<file path="config.mk">
export PLATFORM = sky130hd
export DESIGN_NAME = mem_port_arbiter_flat
export DESIGN_NICKNAME = d
export VERILOG_FILES = /design/src/rtl/mem_port_arbiter_if.sv /design/src/rtl/mem_port_arbiter.sv /design/src/flat_wrapper.sv
export SDC_FILE = /design/constraint.sdc
export NUM_CORES = 1
export LEC_CHECK = 0
export BUFFER_PORTS_ARGS = -buffer_cell sky130_fd_sc_hd__clkbuf_2
export CAP_MARGIN = 20
export CORE_MARGIN = 1.5
export CORE_UTILIZATION = 35
export DETAILED_ROUTE_END_ITERATION = 12
export PLACE_DENSITY = 0.71
export SLEW_MARGIN = 20
export SYNTH_ARGS = -nofsm -noshare
export SYNTH_HDL_FRONTEND = slang
export SYNTH_SLANG_ARGS = --single-unit
</file>
<file path="constraint.sdc">
create_clock -name clk -period 3.7 [get_ports clk]
set_clock_uncertainty 0.15 [all_clocks]
set_input_delay 0.555 -clock clk [delete_from_list [all_inputs] [get_ports clk]]
set_output_delay 0.555 -clock clk [all_outputs]
set_load 0.05 [all_outputs]
</file>
<file path="src/rtl/mem_port_arbiter_if.sv">
// Bundles the fetch port, data port and shared-memory bus of mem_port_arbiter.
// The master modport is the arbiter's view; the slave modport is the surrounding system's view.
interface mem_port_arbiter_if;
    logic        if_req;
    logic [31:0] if_addr;
    logic        if_flush;
    logic        if_gnt;
    logic        if_rvalid;
    logic [31:0] if_rdata;

    logic        dm_req;
    logic        dm_we;
    logic [31:0] dm_addr;
    logic [31:0] dm_wdata;
    logic        dm_gnt;
    logic        dm_rvalid;
    logic [31:0] dm_rdata;

    logic        mem_req;
    logic        mem_we;
    logic [31:0] mem_addr;
    logic [31:0] mem_wdata;
    logic [31:0] mem_rdata;
    logic        mem_ready;

    modport master (
        input  if_req, if_addr, if_flush, dm_req, dm_we, dm_addr, dm_wdata,
               mem_rdata, mem_ready,
        output if_gnt, if_rvalid, if_rdata, dm_gnt, dm_rvalid, dm_rdata,
               mem_req, mem_we, mem_addr, mem_wdata
    );

    modport slave (
        output if_req, if_addr, if_flush, dm_req, dm_we, dm_addr, dm_wdata,
               mem_rdata, mem_ready,
        input  if_gnt, if_rvalid, if_rdata, dm_gnt, dm_rvalid, dm_rdata,
               mem_req, mem_we, mem_addr, mem_wdata
    );
endinterface

</file>
<file path="src/rtl/mem_port_arbiter.sv">
// Two-port (fetch/data) arbiter onto one shared memory, data-priority with a starvation bound for fetch.
// Optional statistics counters are built only when ARB_STATS_EN is defined.
module mem_port_arbiter #(
    parameter int unsigned STARVE_LIMIT = 4
) (
    input  logic                clk,
    input  logic                reset,
    mem_port_arbiter_if.master  bus,
    output logic [31:0]         conflict_cnt,
    output logic [31:0]         starve_cnt
);
    typedef enum logic [1:0] {
        IDLE    = 2'd0,
        BUSY_IF = 2'd1,
        BUSY_DM = 2'd2,
        RESP    = 2'd3
    } state_t;

    localparam logic [3:0] LIMIT = 4'(STARVE_LIMIT);

    state_t      state_r, state_s;
    logic [3:0]  wait_r;
    logic        drop_r;
    logic        owner_dm_r;
    logic        we_r;
    logic [31:0] addr_r, wdata_r, cap_r;
    logic [31:0] if_hold_r, dm_hold_r;
    logic        if_gnt_s, dm_gnt_s, mem_req_s, if_rvalid_s, dm_rvalid_s;
    logic        starve_hit_s;

    assign starve_hit_s = bus.if_req && (wait_r == LIMIT);

    // Next-state, grant and response decode
    always_comb begin
        state_s     = state_r;
        if_gnt_s    = 1'b0;
        dm_gnt_s    = 1'b0;
        mem_req_s   = 1'b0;
        if_rvalid_s = 1'b0;
        dm_rvalid_s = 1'b0;
        case (state_r)
            IDLE: begin
                if (reset) begin
                    state_s = IDLE;
                end else if (bus.dm_req && !starve_hit_s) begin
                    dm_gnt_s = 1'b1;
                    state_s  = BUSY_DM;
                end else if (bus.if_req) begin
                    if_gnt_s = 1'b1;
                    state_s  = BUSY_IF;
                end else begin
                    state_s = IDLE;
                end
            end
            BUSY_IF, BUSY_DM: begin
                mem_req_s = 1'b1;
                if (bus.mem_ready) begin
                    state_s = RESP;
                end else begin
                    state_s = state_r;
                end
            end
            RESP: begin
                state_s = IDLE;
                if (owner_dm_r) begin
                    dm_rvalid_s = 1'b1;
                end else begin
                    // A flush arriving in the response cycle itself still kills the fetch data.
                    if_rvalid_s = !drop_r && !bus.if_flush;
                end
            end
            default: state_s = IDLE;
        endcase
    end

    // State, request latches, starvation counter, drop flag and response data
    always_ff @(posedge clk) begin
        if (reset) begin
            state_r    <= IDLE;
            wait_r     <= 4'd0;
            drop_r     <= 1'b0;
            owner_dm_r <= 1'b0;
            we_r       <= 1'b0;
            addr_r     <= 32'd0;
            wdata_r    <= 32'd0;
            cap_r      <= 32'd0;
            if_hold_r  <= 32'd0;
            dm_hold_r  <= 32'd0;
        end else begin
            state_r <= state_s;
            if (if_gnt_s) begin
                owner_dm_r <= 1'b0;
                we_r       <= 1'b0;
                addr_r     <= bus.if_addr;
                wdata_r    <= 32'd0;
                wait_r     <= 4'd0;
            end else if (dm_gnt_s) begin
                owner_dm_r <= 1'b1;
                we_r       <= bus.dm_we;
                addr_r     <= bus.dm_addr;
                wdata_r    <= bus.dm_wdata;
                if (bus.if_req && (wait_r < LIMIT)) begin
                    wait_r <= wait_r + 4'd1;
                end
            end
            if (state_r == RESP) begin
                drop_r <= 1'b0;
            end else if ((state_r == BUSY_IF) && bus.if_flush) begin
                drop_r <= 1'b1;
            end
            if (mem_req_s && bus.mem_ready) begin
                cap_r <= we_r ? 32'd0 : bus.mem_rdata;
            end
            if (if_rvalid_s) begin
                if_hold_r <= cap_r;
            end
            if (dm_rvalid_s) begin
                dm_hold_r <= cap_r;
            end
        end
    end

    assign bus.if_gnt    = if_gnt_s;
    assign bus.dm_gnt    = dm_gnt_s;
    assign bus.if_rvalid = if_rvalid_s;
    assign bus.dm_rvalid = dm_rvalid_s;
    assign bus.if_rdata  = if_rvalid_s ? cap_r : if_hold_r;
    assign bus.dm_rdata  = dm_rvalid_s ? cap_r : dm_hold_r;
    assign bus.mem_req   = mem_req_s;
    assign bus.mem_we    = we_r;
    assign bus.mem_addr  = addr_r;
    assign bus.mem_wdata = wdata_r;

`ifdef ARB_STATS_EN
    logic [31:0] conflict_r, starve_r;

    // Contention statistics, sampled only while arbitrating
    always_ff @(posedge clk) begin
        if (reset) begin
            conflict_r <= 32'd0;
            starve_r   <= 32'd0;
        end else if ((state_r == IDLE) && bus.if_req && bus.dm_req) begin
            conflict_r <= conflict_r + 32'd1;
            if (wait_r == LIMIT) begin
                starve_r <= starve_r + 32'd1;
            end
        end
    end

    assign conflict_cnt = conflict_r;
    assign starve_cnt   = starve_r;
`else
    assign conflict_cnt = 32'd0;
    assign starve_cnt   = 32'd0;
`endif
endmodule

</file>
<file path="src/flat_wrapper.sv">
// flat-port wrapper written by rule: the top's interface ports become plain ports
module mem_port_arbiter_flat 
#(
    parameter int unsigned STARVE_LIMIT = 4
)
  (clk, reset, conflict_cnt, starve_cnt, bus_if_req, bus_if_addr, bus_if_flush, bus_dm_req, bus_dm_we, bus_dm_addr, bus_dm_wdata, bus_mem_rdata, bus_mem_ready, bus_if_gnt, bus_if_rvalid, bus_if_rdata, bus_dm_gnt, bus_dm_rvalid, bus_dm_rdata, bus_mem_req, bus_mem_we, bus_mem_addr, bus_mem_wdata);
  mem_port_arbiter_if bus_i ();
  input  logic clk;
  input  logic reset;
  output logic [31:0] conflict_cnt;
  output logic [31:0] starve_cnt;
  input wire logic [$bits(bus_i.if_req)-1:0] bus_if_req;
  input wire logic [$bits(bus_i.if_addr)-1:0] bus_if_addr;
  input wire logic [$bits(bus_i.if_flush)-1:0] bus_if_flush;
  input wire logic [$bits(bus_i.dm_req)-1:0] bus_dm_req;
  input wire logic [$bits(bus_i.dm_we)-1:0] bus_dm_we;
  input wire logic [$bits(bus_i.dm_addr)-1:0] bus_dm_addr;
  input wire logic [$bits(bus_i.dm_wdata)-1:0] bus_dm_wdata;
  input wire logic [$bits(bus_i.mem_rdata)-1:0] bus_mem_rdata;
  input wire logic [$bits(bus_i.mem_ready)-1:0] bus_mem_ready;
  output wire logic [$bits(bus_i.if_gnt)-1:0] bus_if_gnt;
  output wire logic [$bits(bus_i.if_rvalid)-1:0] bus_if_rvalid;
  output wire logic [$bits(bus_i.if_rdata)-1:0] bus_if_rdata;
  output wire logic [$bits(bus_i.dm_gnt)-1:0] bus_dm_gnt;
  output wire logic [$bits(bus_i.dm_rvalid)-1:0] bus_dm_rvalid;
  output wire logic [$bits(bus_i.dm_rdata)-1:0] bus_dm_rdata;
  output wire logic [$bits(bus_i.mem_req)-1:0] bus_mem_req;
  output wire logic [$bits(bus_i.mem_we)-1:0] bus_mem_we;
  output wire logic [$bits(bus_i.mem_addr)-1:0] bus_mem_addr;
  output wire logic [$bits(bus_i.mem_wdata)-1:0] bus_mem_wdata;
  assign bus_i.if_req = bus_if_req;
  assign bus_i.if_addr = bus_if_addr;
  assign bus_i.if_flush = bus_if_flush;
  assign bus_i.dm_req = bus_dm_req;
  assign bus_i.dm_we = bus_dm_we;
  assign bus_i.dm_addr = bus_dm_addr;
  assign bus_i.dm_wdata = bus_dm_wdata;
  assign bus_i.mem_rdata = bus_mem_rdata;
  assign bus_i.mem_ready = bus_mem_ready;
  assign bus_if_gnt = bus_i.if_gnt;
  assign bus_if_rvalid = bus_i.if_rvalid;
  assign bus_if_rdata = bus_i.if_rdata;
  assign bus_dm_gnt = bus_i.dm_gnt;
  assign bus_dm_rvalid = bus_i.dm_rvalid;
  assign bus_dm_rdata = bus_i.dm_rdata;
  assign bus_mem_req = bus_i.mem_req;
  assign bus_mem_we = bus_i.mem_we;
  assign bus_mem_addr = bus_i.mem_addr;
  assign bus_mem_wdata = bus_i.mem_wdata;
  mem_port_arbiter #(.STARVE_LIMIT(STARVE_LIMIT)) u_core (.clk(clk), .reset(reset), .bus(bus_i), .conflict_cnt(conflict_cnt), .starve_cnt(starve_cnt));
endmodule
</file>
# Word-level counts from Yosys, hierarchy flattened
# Index checks and enable logic that the tools add are counted.
totals:
  regBits: 169
  input_bits: 135
  out_inout_bits: 198
op_classes:
  add_sub_neg: 1
  magnitude_cmp: 1
  eq_ne: 5
  mux: 21
  reduce_logical: 15
op_table:
  columns: ["op", "count"]
  rows:
  - ["32-bit two-way mux", 5]
  - ["1-bit two-way mux", 13]
  - ["1-bit logical AND", 6]
  - ["2-bit case mux with 3 select lines", 1]
  - ["2-bit OR reduction", 3]
  - ["4-bit by 1-bit adder with 4-bit output, second input constant", 1]
  - ["2-bit equality test, second input constant", 2]
  - ["4-bit by 3-bit equality test with 1-bit output, second input constant", 1]
  - ["4-bit by 3-bit < comparator with 1-bit output, second input constant", 1]
  - ["2-bit two-way mux", 2]
  - ["1-bit zero test", 3]
  - ["2-bit by 1-bit equality test with 1-bit output, second input constant", 1]
  - ["2-bit zero test", 1]
  - ["2-bit != test, second input constant", 1]
  - ["2-bit AND reduction", 1]
  - ["2-bit nonzero test", 1]

# Logic depth before layout (Yosys ltp)
# Gate-level depths: netlist of the first run.
depth:
  depth_word: 9
  mapped_depth: 8
  mapped_depth_nobuf: 5

# Worst setup path before layout of the first run
# No wires, ideal clock.
synth_timing:
  path_type: "reg2out"
  start: "reg u_core.state_r[0]"
  end: "out bus_dm_gnt"
  arrival_ns: 1.864
  slack_ns: 1.131
  stages_incl_launch_ff: 9
  n_path_buf: 3
  path_cell_list: "dfxtp_1 inv_1 ha_1 and2_1 clkbuf_1 buf_4 buf_4 nand2_1 nor2_1"
synth_between:
  elab_chain_len: 2
synth_rtl:
  columns: ["element", "line_no", "text"]
  rows:
  - ["from (decl)", "mem_port_arbiter.sv:21", "state_t state_r, state_s;"]
  - ["from (signal assigned)", "mem_port_arbiter.sv:90", "state_r <= state_s;"]
  - ["2-bit zero test", "mem_port_arbiter.sv:41", "case (state_r)"]
  - ["1-bit two-way mux", "mem_port_arbiter.sv:41", null]
  - ["to (decl)", "flat_wrapper.sv:24", "output wire logic [$bits(bus_i.dm_gnt)-1:0] bus_dm_gnt;"]
# Every way passes these cells.

# Final worst setup path of the first run
layout_timing:
  start: "reg u_core.wait_r[0]"
  end: "out bus_if_gnt"
layout_between:
  elab_chain_len: 7
layout_rtl:
  columns: ["element", "line_no", "text"]
  rows:
  - ["from (decl)", "mem_port_arbiter.sv:22", "logic [3:0] wait_r;"]
  - ["from (signal assigned)", "mem_port_arbiter.sv:103", "wait_r <= wait_r + 4'd1;"]
  - ["4-bit by 3-bit equality test with 1-bit output", "mem_port_arbiter.sv:31", "assign starve_hit_s = bus.if_req && (wait_r == LIMIT);"]
  - ["1-bit logical AND", "mem_port_arbiter.sv:31", null]
  - ["1-bit zero test", "mem_port_arbiter.sv:45", "end else if (bus.dm_req && !starve_hit_s) begin"]
  - ["1-bit logical AND", "mem_port_arbiter.sv:45", null]
  - ["1-bit two-way mux", "mem_port_arbiter.sv:45", null]
  - ["1-bit two-way mux", "mem_port_arbiter.sv:43", "if (reset) begin"]
  - ["1-bit two-way mux", "mem_port_arbiter.sv:41", null]
  - ["to (decl)", "flat_wrapper.sv:21", "output wire logic [$bits(bus_i.if_gnt)-1:0] bus_if_gnt;"]
# Every way passes these cells.

==> reports/qor.csv, run 1 <==
stage,metric,value,unit
grt,vias in the first global route,6320,
synthesis,"Cell Area, Synth",0.007759,mm²
place,dpl cells,1297,
sta,Slew headroom,38.62,%
power,Power Density,667.7,mW/mm²
grt,grt met3 use,4.050,%
grt,"Most Used Layer, Global Route",met2,
clocking,Post-CTS Resized,0,
clocking,H-tree level count,4,
power,leakage,4.376,nW
synthesis,Post-synth ARST share,0,%
grt,largest net degree at the start of global routing,86,
sta,fin crit share,84.33,%
place,Routability Congestion,0.7860,
route,ANT nets after route,0,
setup_path,Worst Path Arrival,2.42,ns
status,status,finished clean,
power,Sw Pwr,2.633,mW
power,Reg power frac,34.9,%
cells_and_area,NumNets Final,1176,
setup_path,worst-path cell chain,"inv_1, ha_1, nand3b_2, a21o_1, nor2_1, clkbuf_2",
grt,initial antenna violation count,0,
synthesis,Netlist cell types,34,
route,Starting DRT DRC Count,428,
setup_path,classification of the worst setup path,reg2out,
grt,first-pass GRT wire length,34380,µm
floorplanning,Core ar.,0.02176,mm²
synthesis,average size of a mapped cell,9.602,µm²
grt,Total GRT Usage,18.37,%
synthesis,sequential area share after synthesis,43.61,%
route,drc violations,0,
worst_hold_path,Hold EP,u_core.bus.mem_addr[23]$_SDFFE_PP0P_,
clocking,worst-skew pair later-pin latency,0.41,ns
setup_path,Startpoint Class,register,
worst_hold_path,Hold WC Path Type,in2reg,
setup_path,CP max FO,16,
sta,Peak Freq,320.5,MHz
worst_hold_path,hold_sp,bus_if_addr[23],
floorplanning,FP Rows,54,
clocking,clock-pin slew on the worst setup and hold paths,0.07,ns
sta,max-slew violations,0,
clocking,CTS Hold Buffers Added,0,
clocking,clock buffers created by TritonCTS,17,
sta,final setup vio count,0,
route,Pre-antenna DRT Iters,5,
setup_path,"slowest stage cell, crit path",a21o_1,
route,DR vias,6602,
place,dpl ws,1.014,ns
synthesis,Mapped Cells,808,
sta,Tightest Pin Transition,0.9207,ns
setup_path,reg2reg path depth,6,
clocking,Sink Count,169,
place,post-DP HPWL,14820,µm
setup_path,reg2reg end,u_core.bus.mem_wdata[20]$_SDFFE_PP0P_,
floorplanning,Horiz. Die Dim,151.9,µm
cells_and_area,share of layout cells above drive strength 1,37.85,%
clocking,root buffer cell,clkbuf_16,
sta,worst setup margin,0.5796,ns
setup_path,Worst EP required,2.99,ns
sta,sum of negative setup slack,0,ns
grt,gr ovfl total,0,
floorplanning,Starting Density,35.66,%
floorplanning,die area,0.02307,mm²
synthesis,"Top FF cell, synth",dfxtp_1,
route,vias per cell,4.968,
floorplanning,IO Count,333,
clocking,number of post-CTS setup repair buffers,0,
route,final wirelength,21710,µm
power,clock power share,30.5,%
setup_path,r2r startpoint,u_core.wait_r[0]$_SDFFE_PP0P_,
sta,post-layout minimum cycle time,3.120,ns
cells_and_area,Layout area overhead,24.61,%
power,combinational share of power,34.6,%
sta,final hold viol count,0,
worst_hold_path,Hold Crit Depth,3,
route,Routed wire per std cell,16.34,µm
grt,met2 usage,29.65,%
cells_and_area,antenna diode count,0,
setup_path,"slowest stage delay, CP",0.56,ns
synthesis,Ys Warns,0,
cells_and_area,post-route insts no fill,1329,
setup_path,worst path bufs/invs,2,
sta,worst hold slack,0.2157,ns
synthesis,"FF+latch count, synth",169,
job,max_cap viols,0,
clocking,CTS Buffer Depth,2,
setup_path,CP Capture Type,output pin,
floorplanning,DIE HEIGHT,151.9,µm
setup_path,R2R Setup Slk,1.23,ns
power,peak supply drop,306.7,µV
setup_path,"CP delay by family, top",compound AO/OA/AOI/OAI gates,
sta,RSZ-0062 raised after global routing,no,
synthesis,"EDFF count, synth",0,
cells_and_area,fin util,44.44,%
clocking,CTS tree,done,
power,Sw Share,40.79,%
power,Int Power,3.822,mW
place,Buffers on Ports,268,
grt,met1 Usage GRT,24.60,%
==> power groups by stage <==
stage	logic, mW	registers (mW)	clock network, mW
4_1_cts	2.24	2.25	2.03
3_3_place_gp	2.22	2.29	0
3_5_place_dp	2.24	2.29	0
2_1_floorplan	1.18	2.83	0
5_1_grt	2.39	2.29	2.10
6_report	2.23	2.25	1.97
==> metrics by stage <==
stage          power, mW  instance area (µm²)
5_1_grt            6.780                 9668
4_1_cts            6.527                 9668
6_report           6.455                 9668
3_5_place_dp       4.531                 9020
3_3_place_gp       4.503                 9020
2_1_floorplan      4.012                 7995
==> synth_stat cells, types with 3 or more instances <==
| cell type | count | area share, % |
|---|---|---|
| dfxtp_1 | 169 | 44 |
| buf_4 | 72 | 7.0 |
| a211oi_1 | 51 | 4.9 |
| nand3_1 | 49 | 3.2 |
| o21ai_0 | 47 | 3.0 |
| clkbuf_1 | 46 | 2.2 |
| nand2_1 | 39 | 1.9 |
| a21oi_1 | 35 | 2.3 |
| mux2_2 | 35 | 5.1 |
| nor2b_1 | 35 | 2.8 |
| nand4b_1 | 33 | 3.7 |
| and2b_1 | 29 | 2.8 |
| mux2_4 | 29 | 5.6 |
| inv_1 | 23 | 1.1 |
| nor2_1 | 22 | 1.1 |
| nor3_1 | 21 | 1.4 |
| buf_2 | 19 | 1.2 |
| a311oi_1 | 14 | 1.6 |
| a2111oi_0 | 8 | 0.90 |
| a2111oi_2 | 7 | 1.4 |
| ha_1 | 5 | 0.81 |
| buf_6 | 4 | 0.58 |
| a2111oi_1 | 3 | 0.39 |
| a21o_1 | 3 | 0.29 |
==> state kept, by name (all words and copies together) (netlist names), 2 cells and up <==
signal,count
u_core.state_r,2
u_core.dm_hold_r,32
u_core.cap_r,32
u_core.wait_r,4
u_core.bus.mem_addr,32
u_core.bus.mem_wdata,32
u_core.if_hold_r,32
==> layout by cell type (no fill, tap or decap), types with 2 or more instances in the layout <==
| master | instances |
|---|---|
| clkbuf_2 | 267 |
| bufinv_16 | 4 |
| ha_1 | 5 |
| inv_1 | 23 |
| a211oi_1 | 51 |
| a2111oi_1 | 3 |
| a2111oi_0 | 8 |
| nand2_1 | 38 |
| inv_8 | 2 |
| and2b_1 | 29 |
| buf_4 | 18 |
| a21oi_1 | 34 |
| nand3_1 | 49 |
| a311oi_1 | 14 |
| inv_6 | 4 |
| nand4b_1 | 33 |
| mux2_2 | 35 |
| mux2_4 | 29 |
| o21ai_0 | 47 |
| nor2b_1 | 35 |
| buf_12 | 2 |
| clkbuf_16 | 17 |
| dfxtp_1 | 169 |
| clkinv_4 | 3 |
| a21o_1 | 3 |
| a2111oi_2 | 7 |
| nor2_1 | 22 |
| nor3_1 | 21 |
| conb_1 | 64 |
==> cell families (layout without fill, tap and decap cells) <==
family / count (synthesis) / in the layout / share of synthesized area, %
buffers and inverters: 164 / 342 / 12.11
AO/OA/AOI/OAI: 170 / 170 / 14.92
adder cells (fa/ha/maj): 5 / 5 / 0.8063
other: 1 / 64 / 0.04833
AND/OR/NAND/NOR: 235 / 235 / 17.82
flip-flops: 169 / 169 / 43.61
multiplexers: 64 / 64 / 10.69
==> final cells by class <==
cell class	count	area, µm²
clock buffer	18	439.2
tap	280	350.3
sequential	169	3383
fill	2134	12090
timing repair buffer	287	1511
multi-input combinational	538	3689
clock inverter	14	209.0
inverter	23	86.33
==> how the worst max path moves through the flow <==
stage	cells after the start	start	slack, ns	end
final	6	u_core.wait_r[0]$_SDFFE_PP0P_	0.58	bus_if_gnt
after global routing	6	u_core.wait_r[0]$_SDFFE_PP0P_	0.46	bus_if_gnt
after CTS	6	u_core.wait_r[0]$_SDFFE_PP0P_	0.57	bus_if_gnt
after detailed placement	5	bus_if_flush	1.01	bus_if_rdata[1]
after global placement	5	bus_if_flush	1.05	bus_if_rdata[1]
after floorplan	8	u_core.state_r[0]$_SDFFE_PP0P_	1.13	bus_dm_gnt
==> per-layer routing <==
layer  wire length [µm]  vias up
met3               1358       17
met4                268        0
met5                  0        -
met2              10380      269
li1                   -     3185
met1               9701     3131
==> worst min-delay path: stages <==
cell and delay (ns):
clkbuf_2 0.08, inv_1 0.04, a2111oi_1 0.06
Note: power is estimated with default switching activity, not from simulation.
==> run 2, diff against run 1 <==
--- a/config.mk
+++ b/config.mk
@@ -10,7 +10,7 @@
 export CORE_MARGIN = 1.5
 export CORE_UTILIZATION = 35
 export DETAILED_ROUTE_END_ITERATION = 12
-export PLACE_DENSITY = 0.71
+export PLACE_DENSITY = 0.73
 export SLEW_MARGIN = 20
 export SYNTH_ARGS = -nofsm -noshare
 export SYNTH_HDL_FRONTEND = slang
==> constraint.sdc (replaced) <==
create_clock -name clk -period 2.8 [get_ports clk]
set_clock_uncertainty 0.15 [all_clocks]
set_input_delay 0.42 -clock clk [delete_from_list [all_inputs] [get_ports clk]]
set_output_delay 0.42 -clock clk [all_outputs]
set_load 0.05 [all_outputs]
==> run 2 against run 1 <==
Hold slack lost 0.13 ns. Total power rose by 32%. Critical path type unchanged. Critical path depth is the same. Worst setup slack worse by 0.49 ns.
==> reports/qor.csv, run 2 (synthesized netlist as in run 1, its figures left out) <==
stage,metric,value,unit,change
grt,largest net degree at the start of global routing,78,,-9.3%
place,Routability Congestion,0.7653,,-2.6%
floorplanning,Horiz. Die Dim,151.9,µm,unchanged
setup_path,CP Capture Type,output pin,,
status,status,finished clean,,
setup_path,CP max FO,7,,-9
sta,sum of negative setup slack,0,ns,unchanged
setup_path,classification of the worst setup path,reg2out,,
clocking,clock-pin slew on the worst setup and hold paths,0.07,ns,about the same
place,dpl cells,1298,,+0.077%
worst_hold_path,Hold WC Path Type,in2reg,,
cells_and_area,"commonest non-fill, non-tap cell in the layout",clkbuf_2,,
cells_and_area,NumNets Final,1179,,+0.26%
route,vias per cell,4.983,,+0.30%
power,Power Density,868.2,mW/mm²,+30%
place,post-DP HPWL,14650,µm,-1.1%
place,Buffers on Ports,268,,unchanged
route,Starting DRT DRC Count,304,,-29%
sta,RSZ-0062 raised after global routing,no,,
route,DR vias,6637,,+0.53%
clocking,root buffer cell,clkbuf_16,,
floorplanning,FP Rows,54,,unchanged
cells_and_area,antenna diode count,0,,unchanged
route,drc violations,0,,unchanged
grt,gr ovfl total,0,,unchanged
clocking,H-tree level count,4,,unchanged
power,Overall Power,8.506,mW,+32%
sta,final hold viol count,0,,unchanged
clocking,clock buffers created by TritonCTS,17,,unchanged
floorplanning,DIE HEIGHT,151.9,µm,unchanged
setup_path,Worst Path Arrival,2.14,ns,-0.28 ns
route,Routed wire per std cell,16.36,µm,+0.15%
grt,vias in the first global route,6411,,+1.4%
job,max_cap viols,0,,unchanged
power,peak supply drop,471.2,µV,+54%
grt,Total GRT Usage,18.52,%,+0.15 points
route,ANT nets after route,0,,unchanged
route,Pre-antenna DRT Iters,5,,unchanged
cells_and_area,post-route cell area,0.009797,mm²,+1.3%
clocking,CTS Buffer Depth,2,,unchanged
place,Placed Area,0.009082,mm²,+0.69%
power,leakage,4.406,nW,+0.68%
clocking,Sink Count,169,,unchanged
cells_and_area,fill cell count,2143,,+0.42%
floorplanning,Core ar.,0.02176,mm²,unchanged
cells_and_area,most frequent cells in the layout,"clkbuf_2, dfxtp_1, conb_1",,
sta,Peak Freq,368.4,MHz,
cells_and_area,post-route insts no fill,1332,,+0.23%
setup_path,Worst EP required,2.23,ns,-0.76 ns
cells_and_area,fin util,45.03,%,+0.59 points
floorplanning,Starting Density,35.66,%,unchanged
sta,Tightest Pin Transition,0.6607,ns,-0.2600 ns
setup_path,Startpoint Class,register,,
cells_and_area,share of layout cells above drive strength 1,38.40,%,+0.56 points
route,final wirelength,21790,µm,+0.38%
sta,Slew headroom,55.85,%,+17 points
grt,initial antenna violation count,0,,unchanged
grt,first-pass GRT wire length,34950,µm,+1.7%
floorplanning,IO Count,333,,unchanged
sta,fin crit share,96.94,%,
clocking,CTS tree,done,,
cells_and_area,Layout area overhead,26.27,%,
clocking,worst-skew pair later-pin latency,0.41,ns,about the same
sta,final setup vio count,0,,unchanged
floorplanning,die area,0.02307,mm²,unchanged
sta,max-slew violations,0,,unchanged
sta,post-layout minimum cycle time,2.714,ns,
run 2: layout make-up:
type / count / area [µm²] / share of cell area (%)
Multi-Input combinational cell: 538 / 3712 / 37.89
Sequential cell: 169 / 3386 / 34.56
Timing Repair Buffer: 290 / 1637 / 16.70
Clock buffer: 18 / 439.2 / 4.483
Tap cell: 280 / 350.3 / 3.576
Clock inverter: 14 / 186.4 / 1.903
Inverter: 23 / 86.33 / 0.8812
run 2: through the flow:
step,worst slack (ns),hold WS (ns)
final,0.08579,0.08067
after global routing,0.0002087,0.06705
after floorplan,0.3660,0.2890
after CTS,0.02727,0.05943
after global placement,0.4773,0.3091
after detailed placement,0.4524,0.3130
run 2: path summary, 6_finish.rpt:
path / start / to / slack [ns] / cells past startpoint
setup / recovery: u_core.state_r[0]$_SDFFE_PP0P_ / bus_if_rdata[4] / 0.09 / 6
hold / removal: bus_if_addr[4] / u_core.bus.mem_addr[4]$_SDFFE_PP0P_ / 0.08 / 3
setup reg to reg: u_core.wait_r[0]$_SDFFE_PP0P_ / u_core.bus.mem_wdata[14]$_SDFFE_PP0P_ / 0.61 / 6
hold reg to reg: u_core.cap_r[16]$_SDFFE_PP0P_ / u_core.cap_r[16]$_SDFFE_PP0P_ / 0.32 / 2
run 2: repair_timing:
action | in CTS | in global routing
setup buffers | 1 | 0
resized for setup | 12 | 5
gates cloned | 1 | 0
hold buffers | 0 | 0
endpoints found under the setup margin | 3 | 33
run 2: per-layer routing:
metal,GRT usage (%),up-vias,share of wire [%]
li1,-,3191,-
met1,23.54,3186,45
met2,31.57,246,48
met3,4.678,14,5.9
met4,4.022,0,0.89
met5,0,-,0
run 2: report_power, final:
group / switching (mW) / internal, mW
logic: 2.22 / 0.774
clock network: 1.07 / 1.45
registers: 0.236 / 2.76
run 2: worst max-delay path, stage by stage (launching register included):
cell      delay (ns)
dfxtp_2         0.38
ha_4            0.16
nor4b_4         0.27
buf_4           0.19
buf_4           0.19
mux2_4          0.33
clkbuf_4        0.22
==> run 3, diff against run 2 <==
--- a/config.mk
+++ b/config.mk
@@ -5,12 +5,14 @@
 export SDC_FILE = /design/constraint.sdc
 export NUM_CORES = 1
 export LEC_CHECK = 0
+export ABC_AREA = 1
+export ABC_CLOCK_PERIOD_IN_PS = 2800
 export BUFFER_PORTS_ARGS = -buffer_cell sky130_fd_sc_hd__clkbuf_2
 export CAP_MARGIN = 20
 export CORE_MARGIN = 1.5
 export CORE_UTILIZATION = 35
 export DETAILED_ROUTE_END_ITERATION = 12
-export PLACE_DENSITY = 0.73
+export PLACE_DENSITY = 0.74
 export SLEW_MARGIN = 20
 export SYNTH_ARGS = -nofsm -noshare
 export SYNTH_HDL_FRONTEND = slang
==> run 3 against run 2 <==
Utilization rose by 0.056 points. Register-to-register slack barely moved. First-iteration DRC count fell by 4.3%. Final area fell by 3.0%. Cell count rose by 14%. Clock power fell by 3%. Fmax rose by 3.3%. Combinational power fell by 6.7%. Critical path depth rose by 2.
==> reports/qor.csv, run 3 <==
stage,metric,value,unit,change
clocking,Sink Count,169,,unchanged
sta,post-layout minimum cycle time,2.628,ns,-0.08577 ns
floorplanning,DIE HEIGHT,149.8,µm,-1.4%
cells_and_area,antenna diode count,0,,unchanged
synthesis,Post-Synth Simple-Gate Area,24.93,%,+7.1 points
route,Pre-antenna DRT Iters,5,,unchanged
route,DR vias,6876,,+3.6%
synthesis,"Cell Area, Synth",0.007538,mm²,-2.8%
synthesis,largest family of logic cells by synthesized area,simple AND/OR/NAND/NOR gates,,
floorplanning,Starting Density,35.75,%,+0.086 points
synthesis,"top cells by area, synth","dfxtp_1, nand2_1, buf_4, inv_1, or2_2",,
route,drc violations,0,,unchanged
sta,sum of negative setup slack,0,ns,unchanged
synthesis,average size of a mapped cell,7.677,µm²,-20%
setup_path,R2R Setup Slk,0.62,ns,about the same
worst_hold_path,Hold WC Path Type,in2reg,,
setup_path,reg2reg path depth,10,,+4
sta,final setup vio count,0,,unchanged
place,Routability Congestion,0.8385,,+9.6%
synthesis,Ys Warns,0,,unchanged
synthesis,post-synthesis adder-cell area fraction,0.8299,%,+0.024 points
route,met3 wire len,1162,µm,-9.7%
sta,max-slew violations,0,,unchanged
synthesis,Netlist cell types,30,,-12%
route,Starting DRT DRC Count,291,,-4.3%
synthesis,"FF+latch count, synth",169,,unchanged
grt,largest net degree at the start of global routing,97,,+24%
synthesis,Yosys top cell area share,44.88,%,+1.3 points
floorplanning,FP Rows,53,,-1.9%
clocking,clock-pin slew on the worst setup and hold paths,0.07,ns,about the same
clocking,number of post-CTS setup repair buffers,0,,-1
cells_and_area,"commonest non-fill, non-tap cell in the layout",clkbuf_2,,
cells_and_area,most frequent cells in the layout,"clkbuf_2, dfxtp_1, nand2_1",,
clocking,Post-CTS Resized,0,,-12
synthesis,Mapped Cells,982,,+22%
setup_path,Worst Path Arrival,2.06,ns,-0.08 ns
clocking,CTS tree,done,,
floorplanning,Core ar.,0.02109,mm²,-3.1%
clocking,root buffer cell,clkbuf_16,,
synthesis,post-synth top area cell,dfxtp_1,,
sta,fin crit share,93.87,%,-3.1 points
setup_path,CP Capture Type,output pin,,
grt,initial antenna violation count,0,,unchanged
sta,Slew headroom,30.50,%,-25 points
cells_and_area,share of layout cells above drive strength 1,35.08,%,-3.3 points
grt,vias in the first global route,6450,,+0.61%
worst_hold_path,Hold EP,u_core.bus.mem_addr[28]$_SDFFE_PP0P_,,
sta,final hold viol count,0,,unchanged
floorplanning,Horiz. Die Dim,149.8,µm,-1.4%
synthesis,synth cell count leaders,"dfxtp_1, nand2_1, inv_1, nor2_1, buf_4",,
grt,gr ovfl total,0,,unchanged
floorplanning,die area,0.02243,mm²,-2.8%
grt,first-pass GRT wire length,32060,µm,-8.3%
synthesis,sequential area share after synthesis,44.88,%,+1.3 points
clocking,worst-skew pair later-pin latency,0.42,ns,about the same
route,M1 WL,8785,µm,-10%
power,Overall Power,8.124,mW,-4.5%
route,final wirelength,20110,µm,-7.7%
job,max_cap viols,0,,unchanged
worst_hold_path,Hold Crit Depth,3,,unchanged
clocking,CTS Hold Buffers Added,0,,unchanged
worst_hold_path,hold_sp,bus_dm_addr[28],,
sta,Tightest Pin Transition,1.042,ns,+0.3817 ns
setup_path,CP max FO,33,,+26
floorplanning,IO Count,333,,unchanged
synthesis,Synth Area in XOR/XNOR,0,%,unchanged
synthesis,"EDFF count, synth",0,,unchanged
clocking,CTS Buffer Depth,2,,unchanged
sta,RSZ-0062 raised after global routing,yes,,
clocking,clock buffers created by TritonCTS,17,,unchanged
clocking,H-tree level count,4,,unchanged
synthesis,mux cell area share after synthesis,0,%,-11 points
power,leakage,5.243,nW,+19%
power,Power Density,854.4,mW/mm²,-1.6%
setup_path,r2r startpoint,u_core.wait_r[0]$_SDFFE_PP0P_,,
cells_and_area,NumNets Final,1365,,+16%
cells_and_area,Layout area overhead,26.12,%,
setup_path,reg2reg end,u_core.bus.mem_addr[9]$_SDFFE_PP0P_,,
synthesis,compound-cell area share of the yosys netlist,13.10,%,-1.8 points
setup_path,Startpoint Class,register,,
route,Routed wire per std cell,13.30,µm,-19%
status,status,finished clean,,
route,ANT nets after route,0,,unchanged
sta,Peak Freq,380.5,MHz,+3.3%
synthesis,"Top FF cell, synth",dfxtp_1,,
setup_path,Worst EP required,2.23,ns,about the same
synthesis,"count leader, synth",dfxtp_1,,
place,Buffers on Ports,268,,unchanged
setup_path,classification of the worst setup path,reg2out,,
route,vias per cell,4.548,,-8.7%
grt,Total GRT Usage,17.98,%,-0.54 points
route,met2 wire length,9796,µm,-6.8%
power,peak supply drop,363.7,µV,-23%
route,top sig layer,met4,,
place,post-DP HPWL,13880,µm,-5.3%
synthesis,Post-synth ARST share,0,%,unchanged
-- run 3: cell types whose count changed in the layout (fill, tap and decap cells not counted), moves of 21 or more --
cell      before  now
nand2_1       37  150
inv_1         23  111
nor2_1        22  100
or2_2          0   66
a211oi_1      51    0
mux2_2        35    0
nor2b_1       35    0
nand4b_1      33    0
o21ai_1        0   30
a21oi_2        0   29
and2b_1       29    0
mux2_4        29    0
nor3_1        21    0
-- run 3: critical path, stage by stage, from the launching register on --
cell	delay, ns
dfxtp_1	0.33
ha_1	0.24
nand2_1	0.09
inv_1	0.06
buf_8	0.17
or2_2	0.28
o21ai_0	0.15
inv_1	0.08
clkbuf_2	0.24
-- run 3: metal layers --
metal | vias up | global-route usage, %
met4 | 0 | 6.176
met1 | 3165 | 22.94
met2 | 238 | 29.77
met3 | 30 | 4.116
li1 | 3443 | -
met5 | - | 0
-- run 3: worst max path at each step --
stage,from,end,cells past startpoint
after global routing,u_core.state_r[0]$_SDFFE_PP0P_,bus_dm_rdata[13],8
after detailed placement,u_core.state_r[0]$_SDFFE_PP0P_,bus_dm_rdata[3],8
after global placement,u_core.state_r[0]$_SDFFE_PP0P_,bus_dm_rdata[3],8
final,u_core.state_r[0]$_SDFFE_PP0P_,bus_dm_rdata[0],8
after floorplan,u_core.state_r[0]$_SDFFE_PP0P_,bus_dm_rdata[22],7
after CTS,u_core.state_r[0]$_SDFFE_PP0P_,bus_dm_rdata[3],8
-- run 3: logic make-up (layout without fill, tap and decap cells) --
family	Yosys count	in the layout
other	1	64
AO/OA/AOI/OAI	163	163
buffers and inverters	239	431
flip-flops	169	169
adder cells (fa/ha/maj)	5	5
AND/OR/NAND/NOR	405	405
-- run 3: power by group --
group	switching, mW	total (mW)	internal [mW]
combinational	2.08	2.79	0.708
clock	1.09	2.45	1.35
sequential	0.178	2.89	2.71
total	3.35	8.12	4.78
-- run 3: metrics by stage --
step / hold WS [ns] / cells / cell area [µm²] / worst slack [ns] / util, %
floorplan: 0.2934 / 1045 / 7775 / 0.2778 / -
global placement: 0.2992 / 1481 / 8886 / 0.5128 / 42.14
detailed placement: 0.3013 / 1481 / 8886 / 0.5170 / 42.14
CTS: 0.05178 / 1512 / 9490 / 0.03849 / 45.00
global route: 0.05880 / 1512 / 9508 / 0.0004530 / 45.09
finish: 0.07012 / 1512 / 9508 / 0.1716 / 45.09
-- run 3: layout make-up --
type                            count  area (µm²)
Clock buffer                       17       425.4
Sequential cell                   169        3383
Timing Repair Buffer              282        1553
Multi-Input combinational cell    637        3178
Clock inverter                     14       178.9
Fill cell                        2153       11580
Tap cell                          275       344.1
Inverter                          118       445.4
